$ cat src/rtl/ifu_fetch.sv
// Instruction fetch stage: owns the PC, issues one imem read at a time, presents {pc, inst} to execute.
// Optional performance counters are enabled by defining IFU_PERF_CNT_EN.
module ifu_fetch #(
  parameter int unsigned          XLEN     = 64,
  parameter logic [XLEN-1:0]      RESET_PC = 64'h0000000080000000
) (
  input  logic            clk,
  input  logic            rst,
  input  logic            redirect_valid,
  input  logic [XLEN-1:0] redirect_pc,
  output logic            imem_req_valid,
  input  logic            imem_req_ready,
  output logic [XLEN-1:0] imem_req_addr,
  input  logic            imem_rsp_valid,
  input  logic [31:0]     imem_rsp_data,
  output logic            out_valid,
  input  logic            out_ready,
  output logic [XLEN-1:0] out_pc,
  output logic [31:0]     out_inst
`ifdef IFU_PERF_CNT_EN
  ,
  output logic [63:0]     perf_fetched,
  output logic [63:0]     perf_stall,
  output logic [31:0]     perf_flush
`endif
);

  typedef enum logic [1:0] {
    REQ  = 2'd0,
    WAIT = 2'd1,
    HOLD = 2'd2
  } state_t;

  state_t          state, state_n;
  logic [XLEN-1:0] pc, pc_n;
  logic            drop, drop_n;
  logic            capture;
  logic            flush;

  assign imem_req_valid = (state == REQ) && !rst;
  assign imem_req_addr  = pc;
  assign out_valid      = (state == HOLD);

  // Redirect always wins the pc update; drop marks an in-flight response as stale.
  always_comb begin
    state_n = state;
    pc_n    = pc;
    drop_n  = drop;
    capture = 1'b0;
    flush   = 1'b0;
    unique case (state)
      REQ: begin
        if (imem_req_ready) begin
          state_n = WAIT;
          if (redirect_valid) begin
            drop_n = 1'b1;
            flush  = 1'b1;
          end
        end
        if (redirect_valid) pc_n = redirect_pc;
      end
      WAIT: begin
        if (imem_rsp_valid) begin
          if (redirect_valid) begin
            pc_n    = redirect_pc;
            drop_n  = 1'b0;
            state_n = REQ;
          end else if (drop) begin
            drop_n  = 1'b0;
            state_n = REQ;
          end else begin
            capture = 1'b1;
            state_n = HOLD;
          end
        end else if (redirect_valid) begin
          pc_n   = redirect_pc;
          drop_n = 1'b1;
          flush  = 1'b1;
        end
      end
      HOLD: begin
        if (redirect_valid) begin
          pc_n    = redirect_pc;
          state_n = REQ;
          flush   = 1'b1;
        end else if (out_ready) begin
          pc_n    = pc + XLEN'(4);
          state_n = REQ;
        end
      end
      default: state_n = REQ;
    endcase
  end

  always_ff @(posedge clk) begin
    if (rst) begin
      state    <= REQ;
      pc       <= RESET_PC;
      drop     <= 1'b0;
      out_pc   <= '0;
      out_inst <= '0;
    end else begin
      state <= state_n;
      pc    <= pc_n;
      drop  <= drop_n;
      if (capture) begin
        out_pc   <= pc;
        out_inst <= imem_rsp_data;
      end
    end
  end

`ifdef IFU_PERF_CNT_EN
  always_ff @(posedge clk) begin
    if (rst) begin
      perf_fetched <= '0;
      perf_stall   <= '0;
      perf_flush   <= '0;
    end else begin
      if (out_valid && out_ready)
        perf_fetched <= perf_fetched + 64'd1;
      if ((state == WAIT) || ((state == REQ) && !imem_req_ready))
        perf_stall <= perf_stall + 64'd1;
      if (flush)
        perf_flush <= perf_flush + 32'd1;
    end
  end
`endif

endmodule

$ cat config.mk
export PLATFORM = sky130hd
export DESIGN_NAME = ifu_fetch
export DESIGN_NICKNAME = d
export VERILOG_FILES = /design/src/rtl/ifu_fetch.sv
export SDC_FILE = /design/constraint.sdc
export NUM_CORES = 1
export LEC_CHECK = 0
export BUFFER_PORTS_ARGS = -buffer_cell sky130_fd_sc_hd__buf_2
export CELL_PAD_IN_SITES_DETAIL_PLACEMENT = 1
export CELL_PAD_IN_SITES_GLOBAL_PLACEMENT = 2
export CORE_MARGIN = 2
export CORE_UTILIZATION = 27
export DETAILED_ROUTE_END_ITERATION = 8
export PLACE_DENSITY_LB_ADDON = 0.1
export SLEW_MARGIN = 20
export SYNTH_ARGS = -nofsm -noshare
export SYNTH_HDL_FRONTEND = slang
export SYNTH_SLANG_ARGS = --single-unit
$ cat constraint.sdc
create_clock -name clk -period 2.9 [get_ports clk]
set_input_delay 0.58 -clock clk [delete_from_list [all_inputs] [get_ports clk]]
set_output_delay 0.58 -clock clk [all_outputs]
set_load 0.03 [all_outputs]
==> impl_metrics.ini <==
[run_status]
outcome = completed

[grt]
grt_usage = 0.2099
grt_start_max_net_pins = 73
grt_pass1_vias = 8372
overflow = 0
grt_pass1_wl_um = 49910
antenna_found_initial = 0

[clock_tree]
cts_tree = yes
post_cts_buffers = 0
clock_latency_ns = 0.44
clock-sinks = 163
clk_path_buf_depth = 2
cts_made_buffers = 17
root_buffer = clkbuf_16
cts_max_level = 4
clk_pin_slew_worst_paths_ns = 0.08
cts_resized = 0
holdBufCountCts = 0

[timing]
rsz0062_at_grt = false
setup_viol = 0
hold_violations = 0
hold_ws_ns = 0.3673
post-route-period-util = 0.8757
timing.fmax_mhz = 393.8
fin_tns_setup_ns = 0
slew_headroom = 0.5657
worst_slew_pin_slew_ns = 0.6514
timing.final.ws_setup_ns = 0.3605
layout_min_cycle_time_ns = 2.539
finalMaxSlewViolations = 0
clock_skew_ns = 0.01630

[route]
drc = 0
drt-total-wl_um = 31600
routedWlPerCell_um = 18.87
drt-initial-drc-count = 364
first_pass_iters = 4
dr_total_vias = 8477
drtAntennaViolNets = 0
via_per_inst = 5.061

[synth]
synth_seq_cells = 163
synthMuxAreaShare = 0.01322
yosysMostFrequentCell = nand2_1
syn-num-nets = 1145
synth.avg_cell_area_sq_um = 7.358
ys_seq_area_frac = 0.4256
synth-compound-area-share = 0.2152
synth_edf_count = 0
ys_warn_count = 0
yosysUniqueCellTypes = 63
synth-adder-area-share = 0.001632
synthCells = 1042
ys.flop_type = dfxtp_1
synthTopCellsByArea = dfxtp_1 43%, nand2_1 14%, a21oi_1 9.5%
netlist_area_sq_um = 7667
synth.top_cell.area_share = 0.4256
async_flop_share = 0
synth_top_family_by_area = simple AND/OR/NAND/NOR gates
yosys.area_share.simple = 0.2983
synth_area_leader_cell = dfxtp_1
synthXorXnorAreaFrac = 0
synth_common_cells = 285 x nand2_1, 163 x dfxtp_1, 145 x a21oi_1, 70 x clkbuf_1, 58 x nor2_1

[layout]
final_nets = 1387
drive_above_1_share = 0.2745
area_growth_pct = 33.37
fillers = 3506
antenna_cells = 0
instances_no_fill = 1675

[floorplanning]
placementRows = 61
die_area_sq_um = 29760
core-area_sq_um = 27860
io-pin-count = 264
dieWidth_um = 172.5
start_util = 0.2752
dieHeight_um = 172.5

[place]
port_buffers = 263
place_ws_ns = 0.3490
placed_cells = 1643
gp_congestion = 0.7839
dp_hpwl_um = 22750

[hold_path]
min_to = out_inst[19]
hp-start = imem_rsp_data[19]
whs_path_depth = 3
min_path_type = primary input to register

[critical_path]
cp-start-kind = register
worstPathArrival_ns = 2.85
slowest_stage = dfxtp_1
reg2reg_slack_ns = 0.36
worstReg2RegEnd = imem_req_addr[31]
rr_worst_depth = 6
cp_top_family = simple AND/OR/NAND/NOR gates
cp_max_fo = 9
critical_path_class = register to register
path_cells = and4_1, nand4_1, nor2_1, nand2_1, and3_1, or4_1
rr_startpoint = imem_req_addr[16]
cp_num_buf_inv = 0
cp_data_required_time_ns = 3.21
critPathCaptureType = register
cp_slowest_stage_delay_ns = 0.49

[power_and_ir_drop]
p_per_area_nw_per_um2 = 554.7
p_leak_nw = 4.282
ir_drop_mv = 0.3433

[job]
drv_cap = 0
-- through the flow --
| stage | util | cell area [sq um] | power (mW) |
|---|---|---|---|
| floorplan | - | 7667 | 2.904 |
| global placement | 0.3441 | 9587 | 3.241 |
| detailed placement | 0.3441 | 9587 | 3.244 |
| CTS | 0.3671 | 10230 | 5.775 |
| global route | 0.3671 | 10230 | 5.923 |
| finish | 0.3671 | 10230 | 5.673 |
-- worst max path at each step --
stage                            from                end  slack [ns]  depth (start not counted)
finish              imem_req_addr[16]  imem_req_addr[31]        0.36                          6
global route        imem_req_addr[16]  imem_req_addr[31]        0.18                          6
floorplan            imem_req_addr[2]  imem_req_addr[36]        0.37                          8
detailed placement  imem_req_addr[16]  imem_req_addr[31]        0.35                          6
global placement    imem_req_addr[16]  imem_req_addr[31]        0.40                          6
CTS                 imem_req_addr[16]  imem_req_addr[31]        0.35                          6
-- cells in the final DEF, fill, tap and decap left out, types with 3 or more instances in the layout --
cell         n
and4_1       8
clkinv_8     3
inv_8        7
nand2_1    284
nor3b_1      3
nor2_1      58
buf_2      262
clkinv_4     3
o21ai_0     37
a22oi_1     16
nor3_1      18
a21oi_1    144
inv_1        8
mux2i_1      9
clkbuf_16   17
nand4_1     22
a31oi_1     20
o211ai_1     9
and3_1      22
or3_1        5
or4_1        8
and2_1       6
o22ai_1      9
nor4_1      11
buf_12       8
a21o_1       3
nand3_2      3
o31ai_1      6
or2_2        3
o21a_1       4
o41ai_1      5
nand3_1     31
dfxtp_1    163
a211oi_1     3
buf_4       34
-- worst min-delay path, delay by kind of cell --
family                 cells  cell delay (ns)
buffers and inverters      1             0.09
AOI/OAI and AO/OA          1             0.05
and+or+nand+nor            1             0.04
-- cells by family after synthesis --
family,after synthesis
buffers and inverters,90
muxes,10
DFF,163
AOI/OAI and AO/OA,280
adders and majority gates,1
and+or+nand+nor,498
-- report_power, final --
group | internal, mW | total (mW) | switching, mW | leakage [nW]
combinational | 0.251 | 0.731 | 0.480 | 2.64
clock | 1.34 | 2.49 | 1.15 | 0.313
sequential | 2.32 | 2.45 | 0.131 | 1.33
-- layer usage --
metal / GRT usage / share of wire / routed length, um
met4: 0.04558 / 0.010 / 324
met1: 0.2916 / 0.48 / 15280
met5: 0 / 0 / 0
met2: 0.3362 / 0.46 / 14500
met3: 0.04156 / 0.047 / 1488
-- sequential cells by signal (all words and copies together) (netlist names) --
name           cells
drop               1
out_pc            64
out_inst          32
imem_req_addr     64
state              2
-- final cells by class --
type	count	area (sq um)	area share
clock buffers	17	425.4	0.04160
clock inverters	15	214.0	0.02092
inverters	8	30.03	0.002936
multi-input cells	789	4083	0.3992
flip-flops and latches	163	3263	0.3191
well taps	378	473.0	0.04625
repair buffers	305	1738	0.1699
Note: power is estimated with default switching activity, not from simulation.
